### src/rtl/fwd_stream_reader_if.sv
// AXI-Stream beat channel carrying packet words out of the forwarder reader.
interface fwd_stream_reader_if #(
  parameter int DATA_WIDTH = 64
);
  logic [DATA_WIDTH-1:0]   tdata;
  logic [DATA_WIDTH/8-1:0] tkeep;
  logic                    tlast;
  logic                    tvalid;
  logic                    tready;

  modport master (
    output tdata,
    output tkeep,
    output tlast,
    output tvalid,
    input  tready
  );

  modport slave (
    input  tdata,
    input  tkeep,
    input  tlast,
    input  tvalid,
    output tready
  );
endinterface

### src/rtl/fwd_stream_reader.sv
// Forwarder stream reader: accepts the queue head token, reads the selected
// packet buffer through a 1-cycle read port, streams it on AXI-Stream with
// tkeep/tlast, then pulses fwd_deq so the buffer returns to the free pool.
module fwd_stream_reader #(
  parameter int DATA_WIDTH = 64,
  parameter int ADDR_WIDTH = 9,
  parameter int LEN_WIDTH  = 12
) (
  input  logic                  clk,
  input  logic                  rst_n,
  input  logic [1:0]            fwd_token,
  output logic                  fwd_deq,
  output logic [1:0]            buf_sel,
  input  logic [LEN_WIDTH-1:0]  pkt_len,
  output logic                  rd_en,
  output logic [ADDR_WIDTH-1:0] rd_addr,
  input  logic [DATA_WIDTH-1:0] rd_data,
  fwd_stream_reader_if.master   m_axis,
  output logic                  busy
);

  localparam int BYTES = DATA_WIDTH / 8;
  localparam int LB    = $clog2(BYTES);
  localparam int NW_W  = ADDR_WIDTH + 1;

  typedef enum logic [1:0] {IDLE, STREAM, DONE} state_t;

  state_t            state;
  logic [NW_W-1:0]   nwords;
  logic [NW_W-1:0]   rd_cnt;
  logic [LB-1:0]     last_bytes;

  // Read-return stage: one read in flight, tagged with its end-of-packet info
  logic              vld_p1;
  logic              last_p1;
  logic [BYTES-1:0]  keep_p1;

  // Two-entry skid FIFO feeding the stream output
  logic [DATA_WIDTH-1:0] fifo_data [2];
  logic                  fifo_last [2];
  logic [BYTES-1:0]      fifo_keep [2];
  logic                  wr_ptr;
  logic                  rd_ptr;
  logic [1:0]            fifo_cnt;

  logic                  fifo_vld;
  logic                  pop;
  logic [2:0]            occ;
  logic                  issue_last;

  // Number of words in a packet of len bytes, rounded up to whole words.
  function automatic logic [NW_W-1:0] word_count(input logic [LEN_WIDTH-1:0] len);
    logic [LEN_WIDTH:0] padded;
    padded = {1'b0, len} + (LEN_WIDTH + 1)'(BYTES - 1);
    return padded[LEN_WIDTH:LB];
  endfunction

  // Byte enables for the final word; a zero remainder means a full word.
  function automatic logic [BYTES-1:0] keep_mask(input logic [LB-1:0] lb);
    logic [BYTES-1:0] m;
    if (lb == '0) m = '1;
    else          m = (BYTES'(1) << lb) - BYTES'(1);
    return m;
  endfunction

  assign fifo_vld   = (fifo_cnt != 2'd0);
  assign pop        = fifo_vld & m_axis.tready;
  // Occupancy after this cycle's pop; a same-cycle pop frees a slot for a new read.
  assign occ        = {1'b0, fifo_cnt} + {2'b00, vld_p1} - {2'b00, pop};
  assign rd_en      = (state == STREAM) && (rd_cnt < nwords) && (occ < 3'd2);
  assign rd_addr    = rd_en ? rd_cnt[ADDR_WIDTH-1:0] : '0;
  assign issue_last = (rd_cnt == nwords - NW_W'(1));
  assign busy       = (state != IDLE);

  assign m_axis.tvalid = fifo_vld;
  assign m_axis.tdata  = fifo_vld ? fifo_data[rd_ptr] : '0;
  assign m_axis.tkeep  = fifo_vld ? fifo_keep[rd_ptr] : '0;
  assign m_axis.tlast  = fifo_vld ? fifo_last[rd_ptr] : 1'b0;

  // Packet sequencing: accept token, issue reads, end on the tlast handshake.
  always_ff @(posedge clk or negedge rst_n) begin
    if (!rst_n) begin
      state      <= IDLE;
      buf_sel    <= 2'd0;
      nwords     <= '0;
      last_bytes <= '0;
      rd_cnt     <= '0;
      fwd_deq    <= 1'b0;
    end else begin
      fwd_deq <= 1'b0;
      case (state)
        IDLE: begin
          if (fwd_token != 2'd0) begin
            buf_sel    <= fwd_token;
            nwords     <= word_count(pkt_len);
            last_bytes <= pkt_len[LB-1:0];
            rd_cnt     <= '0;
            if (pkt_len == '0) begin
              state   <= DONE;
              fwd_deq <= 1'b1;
            end else begin
              state <= STREAM;
            end
          end
        end
        STREAM: begin
          if (rd_en) rd_cnt <= rd_cnt + NW_W'(1);
          if (pop && fifo_last[rd_ptr]) begin
            state   <= DONE;
            fwd_deq <= 1'b1;
          end
        end
        DONE: begin
          state   <= IDLE;
          buf_sel <= 2'd0;
        end
        default: state <= IDLE;
      endcase
    end
  end

  // ---- stage p0 -> p1: read issued, data returns next cycle ----
  // In-flight flag for the outstanding buffer read.
  always_ff @(posedge clk or negedge rst_n) begin
    if (!rst_n) vld_p1 <= 1'b0;
    else        vld_p1 <= rd_en;
  end

  // End-of-packet tag travelling with the in-flight read.
  always_ff @(posedge clk) begin
    last_p1 <= issue_last;
    keep_p1 <= issue_last ? keep_mask(last_bytes) : '1;
  end

  // ---- stage p1 -> FIFO: returned word captured with its tag ----
  // FIFO pointers and occupancy.
  always_ff @(posedge clk or negedge rst_n) begin
    if (!rst_n) begin
      wr_ptr   <= 1'b0;
      rd_ptr   <= 1'b0;
      fifo_cnt <= 2'd0;
    end else begin
      if (vld_p1) wr_ptr <= ~wr_ptr;
      if (pop)    rd_ptr <= ~rd_ptr;
      fifo_cnt <= fifo_cnt + {1'b0, vld_p1} - {1'b0, pop};
    end
  end

  // FIFO storage; head stays put while the consumer stalls.
  always_ff @(posedge clk) begin
    if (vld_p1) begin
      fifo_data[wr_ptr] <= rd_data;
      fifo_last[wr_ptr] <= last_p1;
      fifo_keep[wr_ptr] <= keep_p1;
    end
  end

endmodule

### src/flat_wrapper.sv
// flat-port wrapper written by rule: the top's interface ports become plain ports
module fwd_stream_reader_flat 
#(
  parameter int DATA_WIDTH = 64,
  parameter int ADDR_WIDTH = 9,
  parameter int LEN_WIDTH  = 12
)
  (clk, rst_n, fwd_token, fwd_deq, buf_sel, pkt_len, rd_en, rd_addr, rd_data, busy, m_axis_tdata, m_axis_tkeep, m_axis_tlast, m_axis_tvalid, m_axis_tready);
  fwd_stream_reader_if #(.DATA_WIDTH(DATA_WIDTH)) m_axis_i ();
  input  logic clk;
  input  logic rst_n;
  input  logic [1:0] fwd_token;
  output logic fwd_deq;
  output logic [1:0] buf_sel;
  input  logic [LEN_WIDTH-1:0] pkt_len;
  output logic rd_en;
  output logic [ADDR_WIDTH-1:0] rd_addr;
  input  logic [DATA_WIDTH-1:0] rd_data;
  output logic busy;
  output wire logic [$bits(m_axis_i.tdata)-1:0] m_axis_tdata;
  output wire logic [$bits(m_axis_i.tkeep)-1:0] m_axis_tkeep;
  output wire logic [$bits(m_axis_i.tlast)-1:0] m_axis_tlast;
  output wire logic [$bits(m_axis_i.tvalid)-1:0] m_axis_tvalid;
  input wire logic [$bits(m_axis_i.tready)-1:0] m_axis_tready;
  assign m_axis_tdata = m_axis_i.tdata;
  assign m_axis_tkeep = m_axis_i.tkeep;
  assign m_axis_tlast = m_axis_i.tlast;
  assign m_axis_tvalid = m_axis_i.tvalid;
  assign m_axis_i.tready = m_axis_tready;
  fwd_stream_reader #(.DATA_WIDTH(DATA_WIDTH), .ADDR_WIDTH(ADDR_WIDTH), .LEN_WIDTH(LEN_WIDTH)) u_core (.clk(clk), .rst_n(rst_n), .fwd_token(fwd_token), .fwd_deq(fwd_deq), .buf_sel(buf_sel), .pkt_len(pkt_len), .rd_en(rd_en), .rd_addr(rd_addr), .rd_data(rd_data), .m_axis(m_axis_i), .busy(busy));
endmodule
### config.mk
export PLATFORM = sky130hd
export DESIGN_NAME = fwd_stream_reader_flat
export DESIGN_NICKNAME = d
export VERILOG_FILES = /design/src/rtl/fwd_stream_reader_if.sv /design/src/rtl/fwd_stream_reader.sv /design/src/flat_wrapper.sv
export SDC_FILE = /design/constraint.sdc
export NUM_CORES = 1
export LEC_CHECK = 0
export ABC_AREA = 0
export BUFFER_PORTS_ARGS = -buffer_cell sky130_fd_sc_hd__buf_2
export CORE_ASPECT_RATIO = 2
export CORE_MARGIN = 4
export CORE_UTILIZATION = 50
export CTS_CLUSTER_SIZE = 25
export DETAILED_ROUTE_END_ITERATION = 12
export GPL_TIMING_DRIVEN = 0
export PLACE_DENSITY = 0.74
export SYNTH_ARGS = -nofsm -noshare
export SYNTH_HDL_FRONTEND = slang
export SYNTH_SLANG_ARGS = --single-unit
### constraint.sdc
create_clock -name clk -period 5.76 [get_ports clk]
set_clock_uncertainty 0.05 [all_clocks]
set_input_delay 0.288 -clock clk [delete_from_list [all_inputs] [get_ports clk]]
set_output_delay 0.288 -clock clk [all_outputs]
set_load 0.01 [all_outputs]
; ---- Word-level counts from Yosys, hierarchy flattened
; Memory sizes are Yosys's and may differ from the RTL's.
; Index checks and enable logic that the tools add are counted.
[classes]
n_reduce_logical = 16
muxes = 19
shift = 1
order_cmp = 2
n_addsub = 8
bitwise_logic = 4
eq_ne = 6
[ops]
columns = op, count
row1 = two-way mux 64 bit, 1
row2 = two-way mux 10 bit, 2
row3 = one-hot mux 10 bit (2 select lines), 1
row4 = "adder 12 x 3 -> 13 bit, second input constant", 1
row5 = zero test 12 bit, 1
row6 = "adder 10 x 1 -> 10 bit, second input constant", 1
row7 = == test 10 bit, 1
row8 = < comparator 10 bit, 1
row9 = nonzero test 2 bit, 5
row10 = "subtractor 10 x 1 -> 10 bit, second input constant", 1
row11 = two-way mux 9 bit, 1
row12 = two-way mux 2 bit, 4
row13 = two-way mux 8 bit, 1
row14 = one-hot mux 2 bit (2 select lines), 2
row15 = "left shift 1 x 3 -> 8 bit, first input constant", 1
row16 = "subtractor 8 x 2 -> 8 bit, second input constant", 1
row17 = two-way mux 1 bit, 6
row18 = AND reduction 2 bit, 3
row19 = "!= test 2 x 1 -> 1 bit, second input constant", 2
row20 = adder 2 x 1 -> 3 bit, 1
row21 = logical AND 1 bit, 3
row22 = zero test 3 bit, 1
row23 = "< comparator 3 x 2 -> 1 bit, second input constant", 1
row24 = NOT 1 bit, 3
row25 = 11 further kinds, 11
[word_totals]
n_memories = 3
wordCells = 71
input_bits = 81
out_inout_bits = 88
ramBits = 146
register_bits = 42
[mem_list]
columns = name, words, word_bits, read_ports, rd_ports_with_merged_regs, wr, line_no
row1 = u_core.fifo_data, 2, 64, 1, 0, 1, fwd_stream_reader.sv:39  ; logic [DATA_WIDTH-1:0] fifo_data [2];
row2 = u_core.fifo_keep, 2, 8, 1, 0, 1, fwd_stream_reader.sv:41  ; logic [BYTES-1:0] fifo_keep [2];
row3 = u_core.fifo_last, 2, 1, 1, 0, 1, fwd_stream_reader.sv:40  ; logic fifo_last [2];

; ---- Longest topological paths before layout
; Gate-level depths: netlist (run 1).
[depth]
ltp_word = 7
mapped_depth = 16
ltp_nobuf = 15

; ---- Worst setup path after synthesis (run 1)
; No wires, ideal clock.
[synth_timing]
path_kind = register to register
start = reg u_core.vld_p1
end = mem u_core.fifo_data[0][0], enable pin
path_slack_ns = 1.744
period_less_slack_ns = 4.016
arrival_time_ns = 3.462
path_stages_with_launch = 3
path_cell_list = dfrtp_1 inv_1 nor2_1
[synth_via]
elab_chain_len = 2
[synth_lines]
columns = element, line_no
row1 = from (decl), fwd_stream_reader.sv:34  ; logic vld_p1;
row2 = from (signal assigned), fwd_stream_reader.sv:126  ; else vld_p1 <= rd_en;
row3 = two-way mux 1 bit, fwd_stream_reader.sv:151  ; if (vld_p1) begin
row4 = two-way mux 1 bit (implied by the code), fwd_stream_reader.sv:152  ; fifo_data[wr_ptr] <= rd_data;
row5 = to (decl), fwd_stream_reader.sv:39
; No other way between the ends.

; ---- Worst setup path in the final report (run 1)
[layout_timing]
start = reg u_core.fifo_cnt[1]
end = out rd_addr[5]
[layout_via]
elab_chain_len = 6
[layout_lines]
columns = element, line_no
row1 = from (decl), fwd_stream_reader.sv:44  ; logic [1:0] fifo_cnt;
row2 = from (signal assigned), fwd_stream_reader.sv:145  ; fifo_cnt <= fifo_cnt + {1'b0, vld_p1} - {1'b0, pop};
row3 = nonzero test 2 bit, fwd_stream_reader.sv:66  ; assign fifo_vld = (fifo_cnt != 2'd0);
row4 = bitwise AND 1 bit, fwd_stream_reader.sv:67  ; assign pop = fifo_vld & m_axis.tready;
row5 = named net u_core.pop, fwd_stream_reader.sv:47  ; logic pop;
row6 = subtractor 3 x 1 -> 3 bit, fwd_stream_reader.sv:69  ; assign occ = {1'b0, fifo_cnt} + {2'b00, vld_p1} - {2'b00, pop};
row7 = named net u_core.occ[1], fwd_stream_reader.sv:48  ; logic [2:0] occ;
row8 = < comparator 3 x 2 -> 1 bit, fwd_stream_reader.sv:70  ; assign rd_en = (state == STREAM) && (rd_cnt < nwords) && (occ < 3'd2);
row9 = logical AND 1 bit, fwd_stream_reader.sv:70
row10 = two-way mux 9 bit, fwd_stream_reader.sv:71  ; assign rd_addr = rd_en ? rd_cnt[ADDR_WIDTH-1:0] : '0;
row11 = to (decl), flat_wrapper.sv:17  ; output logic [ADDR_WIDTH-1:0] rd_addr;
; The timed path passes the listed nets, and every way through them passes these cells.

==> impl_metrics.env, run 1 <==
export IMPL_cp_start_kind="register"
export IMPL_synth_area_um2=8043
export IMPL_power_density_nw_per_um2=467.6
export IMPL_final_cell_mix="buf_2, edfxtp_1, nor2_1, mux2i_1, dlygate4sd3_1"
export IMPL_cts_tree="done"
export IMPL_vias=5738
export IMPL_setup_viol=0
export IMPL_cts_root_buffer="clkbuf_16"
export IMPL_ys_ff_latch=188
export IMPL_syn_inst=606
export IMPL_hpwl_um=12930
export IMPL_drt_iter0_drc=186
export IMPL_fp_dieW_um=97.68
export IMPL_post_cts_resized=0
export IMPL_vdd_ir_drop_max_mv=0.2817
export IMPL_max_freq_ghz=0.2334
export IMPL_drc=0
export IMPL_ctsHoldBuffers=65
export IMPL_timing_critical_path_cells="nor2_1 > inv_1 > nand2_1 > inv_1 > ha_1 > inv_1 > ha_1 > fa_1 > or4_4 > a211oi_4 > o21ai_2 > inv_1 > buf_2 > and2_1 > buf_2"
export IMPL_postSynthAreaPerCell_um2=13.27
export IMPL_synth_cell_type_count=56
export IMPL_fill_cells=1157
export IMPL_placed_cells=978
export IMPL_ys_seq_area_share_pct=67.02
export IMPL_via_per_inst=5.338
export IMPL_final_area_um2=10490
export IMPL_htree_levels=4
export IMPL_rsz0062_at_grt="false"
export IMPL_slowest_stage="or4_4"
export IMPL_pin_count=169
export IMPL_postCtsSetupBuffers=0
export IMPL_wl_per_cell_um=17.19
export IMPL_grt_ovfl_total=0
export IMPL_dr_pass1_iters=4
export IMPL_grt_max_degree=63
export IMPL_cpLargestDelayFamily="simple AND/OR/NAND/NOR gates"
export IMPL_io_buffers=168
export IMPL_drv_slew=0
export IMPL_fin_total_pwr_mw=4.904
export IMPL_layout_setup_ws_ns=1.475
export IMPL_synth_edf_count=146
export IMPL_rows=65
export IMPL_layoutNonFillerInstCount=1075
export IMPL_critPathCaptureType="primary output"
export IMPL_die_area_um2=18300
export IMPL_synthToLayoutAreaGrowth_pct=30.40
export IMPL_async_flop_share_pct=17.55
export IMPL_drive_above_1_share_pct=24.94
export IMPL_place_congestion=0.8763
export IMPL_critPathArrivalTime_ns=3.95
export IMPL_final_common_cell="buf_2"
export IMPL_cts_sinks=188
export IMPL_cpPeakStageDelay_ns=0.54
export IMPL_hp_class="in -> reg"
export IMPL_yosysWarnings=0
export IMPL_clk_latency_ns=0.43
export IMPL_grt_total_usage_pct=20.32
export IMPL_finalWirelength_um=18480
export IMPL_placed_cell_area_um2=9213
export IMPL_tightest_slew_ns=0.8631
export IMPL_synthFlopType="edfxtp_1"
export IMPL_cts_buffers=17
export IMPL_ys_top_cells_by_area="edfxtp_1, dfrtp_1, mux2i_1, nor2_1, ha_1"
export IMPL_critPathMostFrequentCell="inv_1"
export IMPL_hold_viol=0
export IMPL_synth_top_area_share_pct=54.51
export IMPL_max_cap_violations=0
export IMPL_finalNetCount=958
export IMPL_grt_pass1_wl_um=28810
export IMPL_dp_worst_setup_slack_ns=1.902
export IMPL_yosys_area_top_type="edfxtp_1"
export IMPL_worst_path_buf_inv=6
export IMPL_period_needed_ns=4.285
export IMPL_fin_setup_tns_ns=0
export IMPL_finalCritPeriodShare_pct=74.39
export IMPL_critPathRequiredTime_ns=5.42
export IMPL_status="completed"
export IMPL_clock_tree_buffer_depth=2
export IMPL_relSlewSlack_pct=42.46
export IMPL_core_um2=15780
export IMPL_leakage_nw=4.343
export IMPL_worstPathMaxFanout=11
export IMPL_start_util_pct=50.98
export IMPL_first_global_vias=5985
export IMPL_syn_nets=703
export IMPL_ant_nets=0
export IMPL_antennaDiodeCount=0
export IMPL_criticalPathCategory="reg -> out"
export IMPL_antenna_found_initial=0
export IMPL_clk_pin_slew_ns=0.07
export IMPL_die_y_um=187.4
## power by group
part	switching [mW]	internal [mW]	total (mW)	leakage, nW
sequential	0.132	1.70	1.83	1.78
clock	0.504	0.681	1.19	0.309
combinational	1.14	0.741	1.88	2.26
## cells in the mapped netlist (all sizes together) (7+ instances only)
master / instances
and2: 9
edfxtp: 146
a21oi: 12
xnor2: 12
ha: 15
mux2i: 75
or3: 8
nor2: 93
clkbuf: 19
buf: 7
xor2: 9
dfxtp: 9
inv: 24
nand3: 17
nand2: 33
nand4: 9
o21ai: 24
dfrtp: 33
## sequential cells by signal, indices dropped and copies added (netlist names)
signal             count
u_core.wr_ptr          1
u_core.nwords         10
u_core.buf_sel         2
u_core.vld_p1          1
u_core.state           2
u_core.keep_p1         8
u_core.rd_ptr          1
u_core.fifo_data     128
u_core.fifo_cnt        2
u_core.last_bytes      3
u_core.fifo_keep      16
u_core.rd_cnt         10
u_core.fwd_deq         1
u_core.last_p1         1
u_core.fifo_last       2
## tightest hold or removal path, stage by stage
cell	delay, ns
buf_2	0.10
nand2_1	0.05
nand2_1	0.05
## through the flow
step / util [%] / hold slack, ns
2_1_floorplan: - / -0.05759
3_3_place_gp: 57.90 / 0.3446
3_5_place_dp: 58.39 / 0.3627
4_1_cts: 66.47 / 0.01292
5_1_grt: 66.47 / 0.02294
6_report: 66.47 / 0.04089
## per-layer routing
layer  track usage (%)  vias up  wire length [um]
met2             38.68      202             10370
met3             4.181       54               886
met1             19.56     2769              6399
met4             11.89        0               822
li1                  -     2713                 -
met5                 0        -                 0
## final timing paths
kind	depth (start not counted)	slack, ns	from	endpoint
setup reg to reg	14	2.01	u_core.fifo_cnt[1]	u_core.rd_cnt[4]
hold reg to reg	0	0.37	u_core.last_p1	u_core.fifo_last[0]
min in group asynchronous	2	0.43	rst_n	u_core.nwords[6]
max in group asynchronous	2	4.71	rst_n	u_core.fifo_cnt[1]
hold / removal	3	0.04	pkt_len[2]	u_core.last_bytes[2]
setup / recovery	15	1.48	u_core.fifo_cnt[1]	rd_addr[5]
## cells by family (layout without fill, tap and decap cells)
logic type	Yosys count	after routing	share of synthesized area (%)
xor gates and xnor gates	21	21	2.287
buffers and inverters	50	318	2.567
AOI/OAI and AO/OA	63	63	5.196
muxes	75	75	9.334
DFF	188	188	67.02
other	1	1	0.04663
adders and majority gates	16	16	2.582
and+or+nand+nor	192	192	10.97
## final cells by class
type                            count  area, um2  share of cell area [%]
Tap cell                          201      251.5                   2.398
Timing Repair Buffer              236       1559                   14.87
Clock buffer                       23      543.0                   5.178
Buffer                             26      116.4                   1.110
Inverter                           24      90.09                  0.8590
Sequential cell                   188       5390                   51.40
Multi-Input combinational cell    368       2456                   23.42
Clock inverter                      9      81.33                  0.7755
Note: power is estimated with default switching activity, not from simulation.
==> run 2, diff against run 1 <==
--- a/config.mk
+++ b/config.mk
@@ -5,7 +5,7 @@
 export SDC_FILE = /design/constraint.sdc
 export NUM_CORES = 1
 export LEC_CHECK = 0
-export ABC_AREA = 0
+export ABC_AREA = 1
 export BUFFER_PORTS_ARGS = -buffer_cell sky130_fd_sc_hd__buf_2
 export CORE_ASPECT_RATIO = 2
 export CORE_MARGIN = 4
==> constraint.sdc (replaced) <==
create_clock -name clk -period 4.3 [get_ports clk]
set_clock_uncertainty 0.05 [all_clocks]
set_input_delay 0.215 -clock clk [delete_from_list [all_inputs] [get_ports clk]]
set_output_delay 0.215 -clock clk [all_outputs]
set_load 0.01 [all_outputs]
==> impl_metrics.env, run 2 <==
export IMPL_largest_register="u_core.fifo_data"
export IMPL_yosys_area_top_type="edfxtp_1"
export IMPL_hpwl_um=13970
export IMPL_drc=0
export IMPL_fp_dieW_um=98.33
export IMPL_synth_cell_type_count=36
export IMPL_syn_nets=869
export IMPL_cp_start_kind="register"
export IMPL_synthFlopType="edfxtp_1"
export IMPL_cts_sinks=188
export IMPL_final_cell_mix="nand2_1, buf_2, edfxtp_1, a21oi_1, dlygate4sd3_1"
export IMPL_first_global_vias=6623
export IMPL_htree_levels=4
export IMPL_largest_reg_flops=128
export IMPL_async_flop_share_pct=17.55
export IMPL_synth_area_um2=8159
export IMPL_die_area_um2=18550
export IMPL_grt_ovfl_total=0
export IMPL_rows=65
export IMPL_drt_iter0_drc=271
export IMPL_post_cts_resized=0
export IMPL_r2r_start="u_core.fifo_cnt[1]"
export IMPL_status="completed"
export IMPL_cts_root_buffer="clkbuf_16"
export IMPL_max_cap_violations=0
export IMPL_io_buffers=168
export IMPL_start_util_pct=51.19
export IMPL_clk_pin_slew_ns=0.06
export IMPL_cts_buffers=17
export IMPL_ys_ff_latch=188
export IMPL_hp_class="in -> reg"
export IMPL_clock_tree_buffer_depth=2
export IMPL_pin_count=169
export IMPL_place_congestion=0.8676
export IMPL_via_per_inst=5.115
export IMPL_synth_top_area_share_pct=53.73
export IMPL_ys_top_cells_by_area="edfxtp_1, nand2_1, dfrtp_1, a21oi_1, ha_1"
export IMPL_hold_viol=0
export IMPL_vias=6373
export IMPL_drive_above_1_share_pct=24.43
export IMPL_vdd_ir_drop_max_mv=0.3486
export IMPL_critPathRequiredTime_ns=4.03
export IMPL_synthTopCellsByCount="nand2_1, edfxtp_1, a21oi_1"
export IMPL_antenna_found_initial=1
export IMPL_fin_util_pct=66.43
export IMPL_yosysWarnings=0
export IMPL_grt_max_degree=68
export IMPL_final_common_cell="nand2_1"
export IMPL_cts_tree="done"
export IMPL_synthToLayoutAreaGrowth_pct=29.78
export IMPL_finalWirelength_um=20140
export IMPL_period_needed_ns=3.315
export IMPL_dr_pass1_iters=5
export IMPL_finalCritPeriodShare_pct=77.09
export IMPL_tightest_slew_ns=0.7709
export IMPL_syn_inst=772
export IMPL_relSlewSlack_pct=48.61
export IMPL_hold_ws_ns=0.03554
export IMPL_ys_seq_area_share_pct=66.06
export IMPL_drv_slew=0
export IMPL_core_um2=15940
export IMPL_synth_edf_count=146
export IMPL_die_y_um=188.7
export IMPL_synth_most_common_cell="nand2_1"
export IMPL_setup_viol=0
export IMPL_wl_per_cell_um=16.16
export IMPL_power_density_nw_per_um2=643.4
export IMPL_leakage_nw=4.560
export IMPL_grt_use_met3_pct=3.705
export IMPL_rsz0062_at_grt="false"
export IMPL_setup_worst_path_end="rd_en"
export IMPL_use_met2_pct=42.75
export IMPL_top_regs="u_core.fifo_data x128, u_core.fifo_keep x16"
export IMPL_met1_usage_pct=21.89
export IMPL_critPathCaptureType="primary output"
export IMPL_startpoint="u_core.fifo_cnt[1]"
export IMPL_postSynthAreaPerCell_um2=10.57
export IMPL_critPathArrivalTime_ns=3.05
export IMPL_max_freq_ghz=0.3017
export IMPL_criticalPathCategory="reg -> out"
export IMPL_reg2reg_depth=11
export IMPL_reg2reg_setup_slack_ns=1.55
export IMPL_grt_busiest_layer="met2"
export IMPL_fin_total_pwr_mw=6.813
export IMPL_timing_rr_end="u_core.rd_cnt[7]"
export IMPL_worstPathMaxFanout=10
export IMPL_clk_latency_ns=0.43
export IMPL_grt_total_usage_pct=22.30
export IMPL_grt_pass1_wl_um=32370
export IMPL_ant_nets=0
export IMPL_finalNetCount=1128
[run 2: logic make-up after synthesis]
| family | synth area share [%] |
|---|---|
| xor gates and xnor gates | 1.717 |
| AOI/OAI and AO/OA | 6.993 |
| other | 0.04596 |
| adders and majority gates | 2.546 |
| buffers and inverters | 4.478 |
| and+or+nand+nor | 18.16 |
| DFF | 66.06 |
[run 2: per-stage QoR]
stage               TNS (ns)  setup slack [ns]  cells  instance area, um2
floorplan                  0            0.2622    772                8159
CTS                        0            0.9401   1245               10590
global route               0            0.7622   1246               10590
finish                     0            0.9852   1246               10590
global placement     -103.41            -1.423   1141                9251
detailed placement         0             1.421   1144                9329
[run 2: worst min path at each step]
stage / startpoint / endpoint / slack [ns] / cells past startpoint
4_1_cts: pkt_len[1] / u_core.last_bytes[1] / 0.02 / 3
2_1_floorplan: rst_n / u_core.buf_sel[0] / -0.13 / 0
5_1_grt: pkt_len[11] / u_core.nwords[8] / 0.05 / 3
6_report: pkt_len[1] / u_core.last_bytes[1] / 0.04 / 3
3_5_place_dp: rst_n / u_core.rd_cnt[0] / 0.28 / 1
3_3_place_gp: rst_n / u_core.rd_cnt[3] / 0.29 / 1
[run 2: worst max-delay path: stages (launching register included)]
cell and delay (ns):
dfrtp_1 0.41, nor2_1 0.20, nor2_1 0.10, ha_1 0.29
inv_1 0.04, ha_1 0.18, fa_1 0.46, nor3_1 0.24
nand3_1 0.16, inv_1 0.08, nand2_1 0.05, buf_2 0.19
inv_1 0.10, buf_2 0.13
[run 2: routing by layer]
metal	up-vias	part of all wire (%)	routed length, um
met5	-	0	0
met4	0	5.1	1028
met1	2974	34	6880
met2	211	56	11360
li1	3125	-	-
met3	63	4.3	873
[run 2: final cells by class]
class | count | area (um2)
Fill cell | 1214 | 5351
Buffer | 31 | 143.9
Timing Repair Buffer | 240 | 1599
Multi-Input combinational cell | 494 | 2411
Tap cell | 201 | 251.5
Clock buffer | 21 | 485.5
Sequential cell | 188 | 5390
Clock inverter | 11 | 81.33
Inverter | 59 | 224.0
Antenna cell | 1 | 2.502
[run 2: where the power goes]
group	total [mW]	switching (mW)	internal (mW)	leakage, nW
logic	2.86	1.87	0.990	2.49
registers	2.47	0.175	2.29	1.78
clock network	1.48	0.662	0.820	0.290
[run 2: repair_timing]
action | CTS | global route
endpoints found under the hold margin | 165 | 0
hold buffers | 69 | 0
setup buffers | 0 | 0
==> run 3, diff against run 2 <==
--- a/config.mk
+++ b/config.mk
@@ -9,11 +9,11 @@
 export BUFFER_PORTS_ARGS = -buffer_cell sky130_fd_sc_hd__buf_2
 export CORE_ASPECT_RATIO = 2
 export CORE_MARGIN = 4
-export CORE_UTILIZATION = 50
+export CORE_UTILIZATION = 49
 export CTS_CLUSTER_SIZE = 25
 export DETAILED_ROUTE_END_ITERATION = 12
 export GPL_TIMING_DRIVEN = 0
-export PLACE_DENSITY = 0.74
+export PLACE_DENSITY = 0.75
 export SYNTH_ARGS = -nofsm -noshare
 export SYNTH_HDL_FRONTEND = slang
 export SYNTH_SLANG_ARGS = --single-unit
==> constraint.sdc (replaced) <==
create_clock -name clk -period 2.97 [get_ports clk]
set_clock_uncertainty 0.05 [all_clocks]
set_input_delay 0.1485 -clock clk [delete_from_list [all_inputs] [get_ports clk]]
set_output_delay 0.1485 -clock clk [all_outputs]
set_load 0.01 [all_outputs]
==> impl_metrics.env, run 3 (same netlist as run 2, synthesis figures left out) <==
export IMPL_clk_latency_ns=0.42
export IMPL_htree_levels=4
export IMPL_cts_tree="done"
export IMPL_grt_ovfl_total=0
export IMPL_leakage_nw=4.646
export IMPL_via_per_inst=5.133
export IMPL_fill_cells=1214
export IMPL_io_buffers=168
export IMPL_core_um2=16350
export IMPL_worstPathMaxFanout=5
export IMPL_drc=0
export IMPL_criticalPathCategory="reg -> out"
export IMPL_relSlewSlack_pct=46.53
export IMPL_drv_slew=0
export IMPL_clock_tree_buffer_depth=2
export IMPL_vias=6504
export IMPL_final_cell_mix="nand2_1, buf_2, edfxtp_1, a21oi_1, dlygate4sd3_1"
export IMPL_drt_iter0_drc=283
export IMPL_ant_nets=0
export IMPL_clock_power_share_pct=21.6
export IMPL_top_regs="u_core.fifo_data x128, u_core.fifo_keep x16"
export IMPL_fin_setup_tns_ns=-0.05301
export IMPL_status="finished with violations"
export IMPL_drive_above_1_share_pct=25.92
export IMPL_largest_reg_flops=128
export IMPL_cp_start_kind="register"
export IMPL_vdd_ir_drop_max_mv=0.4783
export IMPL_grt_total_usage_pct=22.44
export IMPL_first_global_vias=6734
export IMPL_place_congestion=0.9357
export IMPL_fp_dieW_um=99.25
export IMPL_seq_power_share_pct=34.8
export IMPL_wl_per_cell_um=16.55
export IMPL_grt_pass1_wl_um=32930
export IMPL_grt_max_degree=46
export IMPL_synthToLayoutAreaGrowth_pct=32.56
export IMPL_p_int_mw=6.278
export IMPL_cts_sinks=188
export IMPL_power_density_nw_per_um2=950.2
export IMPL_critPathRequiredTime_ns=2.77
export IMPL_p_comb_share_pct=43.7
export IMPL_swShare_pct=38.91
export IMPL_hp_class="in -> reg"
export IMPL_rsz0062_at_grt="true"
export IMPL_clk_pin_slew_ns=0.07
export IMPL_dr_pass1_iters=4
export IMPL_largest_register="u_core.fifo_data"
export IMPL_max_cap_violations=0
export IMPL_violations="negative setup slack"
export IMPL_max_freq_ghz=0.3350
export IMPL_final_common_cell="nand2_1"
export IMPL_rows=66
export IMPL_die_y_um=190.5
export IMPL_period_needed_ns=2.985
export IMPL_setup_viol=7
export IMPL_tightest_slew_ns=0.8002
export IMPL_cts_root_buffer="clkbuf_16"
export IMPL_power_switching_mw=3.998
export IMPL_critPathArrivalTime_ns=2.79
export IMPL_antenna_found_initial=1
export IMPL_hpwl_um=14420
export IMPL_finalWirelength_um=20970
export IMPL_finalNetCount=1145
export IMPL_hold_viol=0
export IMPL_finalCritPeriodShare_pct=100.5
export IMPL_die_area_um2=18910
export IMPL_pin_count=169
export IMPL_layout_setup_ws_ns=-0.01511
export IMPL_critPathCaptureType="primary output"
export IMPL_cts_buffers=17
export IMPL_start_util_pct=49.90
export IMPL_hold_ws_ns=0.02395
## run 3: cell count changes in the layout (fill, tap and decap cells not counted), sizes merged
cell | before | now
buf | 193 | 208
bufinv | 0 | 3
clkbuf | 30 | 26
clkinv | 8 | 10
clkinvlp | 0 | 1
diode | 1 | 2
dlygate4sd3 | 69 | 72
inv | 62 | 59
## run 3: path summary, 6_finish.rpt
kind | start | to | slack [ns] | cells after the start
min reg2reg | u_core.keep_p1[1] | u_core.fifo_keep[0][1] | 0.38 | 0
min | pkt_len[9] | u_core.nwords[6] | 0.02 | 5
max reg2reg | u_core.fifo_cnt[1] | u_core.rd_cnt[6] | 0.18 | 13
max in group asynchronous | rst_n | u_core.last_bytes[0] | 2.09 | 2
min in group asynchronous | rst_n | u_core.rd_cnt[3] | 0.27 | 2
max | u_core.fifo_cnt[1] | rd_addr[7] | -0.02 | 13
## run 3: routing by layer
metal	share of wire, %	GRT usage, %	vias to the layer above	routed length, um
met5	0	0	-	0
met4	5.7	14.83	0	1202
met3	4.3	3.369	72	905
met2	56	42.15	209	11720
met1	34	22.11	3067	7148
li1	-	-	3156	-
## run 3: through the flow
step	area (um2)	utilization (%)	power [mW]	std cells	setup slack, ns
2_1_floorplan	8162	-	6.136	772	0.1748
3_3_place_gp	9258	56.62	7.585	1144	-0.8291
3_5_place_dp	9340	57.12	7.714	1147	0.1863
4_1_cts	10770	65.89	10.26	1264	-0.07952
5_1_grt	10810	66.13	10.94	1266	-0.1469
6_report	10820	66.15	10.28	1267	-0.01511
## run 3: critical path, stage by stage (launching register included)
cell and delay, ns:
dfrtp_1 0.39, nor2_2 0.15, nor2_2 0.05, ha_1 0.27, inv_1 0.04, ha_2 0.16, fa_1 0.47, nor3_2 0.20
nand3_1 0.13, inv_1 0.08, nand2_2 0.07, buf_6 0.15, nor2_1 0.07, buf_2 0.13
## run 3: power by group through the flow
stage	registers (mW)	logic, mW	clock network (mW)
final	3.57	4.49	2.21
after global routing	3.60	4.97	2.37
after CTS	3.56	4.43	2.26
after detailed placement	3.62	4.10	0
after global placement	3.63	3.96	0
after floorplan	3.58	2.56	0
## run 3: repair_timing
| item | 4_1_cts | 5_1_grt |
|---|---|---|
| endpoints found under the setup margin | 10 | 80 |
| buffers inserted | 12 | 2 |
| hold buffers | 72 | 0 |
| gates resized for setup | 13 | 7 |
| cloned | 1 | 0 |
| hold endpoints to repair | 168 | 0 |
| pin swaps | 6 | 7 |
## run 3: final cells by class
class	count	area (um2)	share of cell area, %
clock buffer	18	429.2	3.968
antenna	2	5.005	0.04627
clock inverter	14	151.4	1.400
tap	204	255.2	2.360
timing repair buffer	258	1765	16.32
sequential	188	5390	49.84
multi-input combinational	494	2449	22.64
inverter	59	224.0	2.071
buffer	30	146.4	1.354
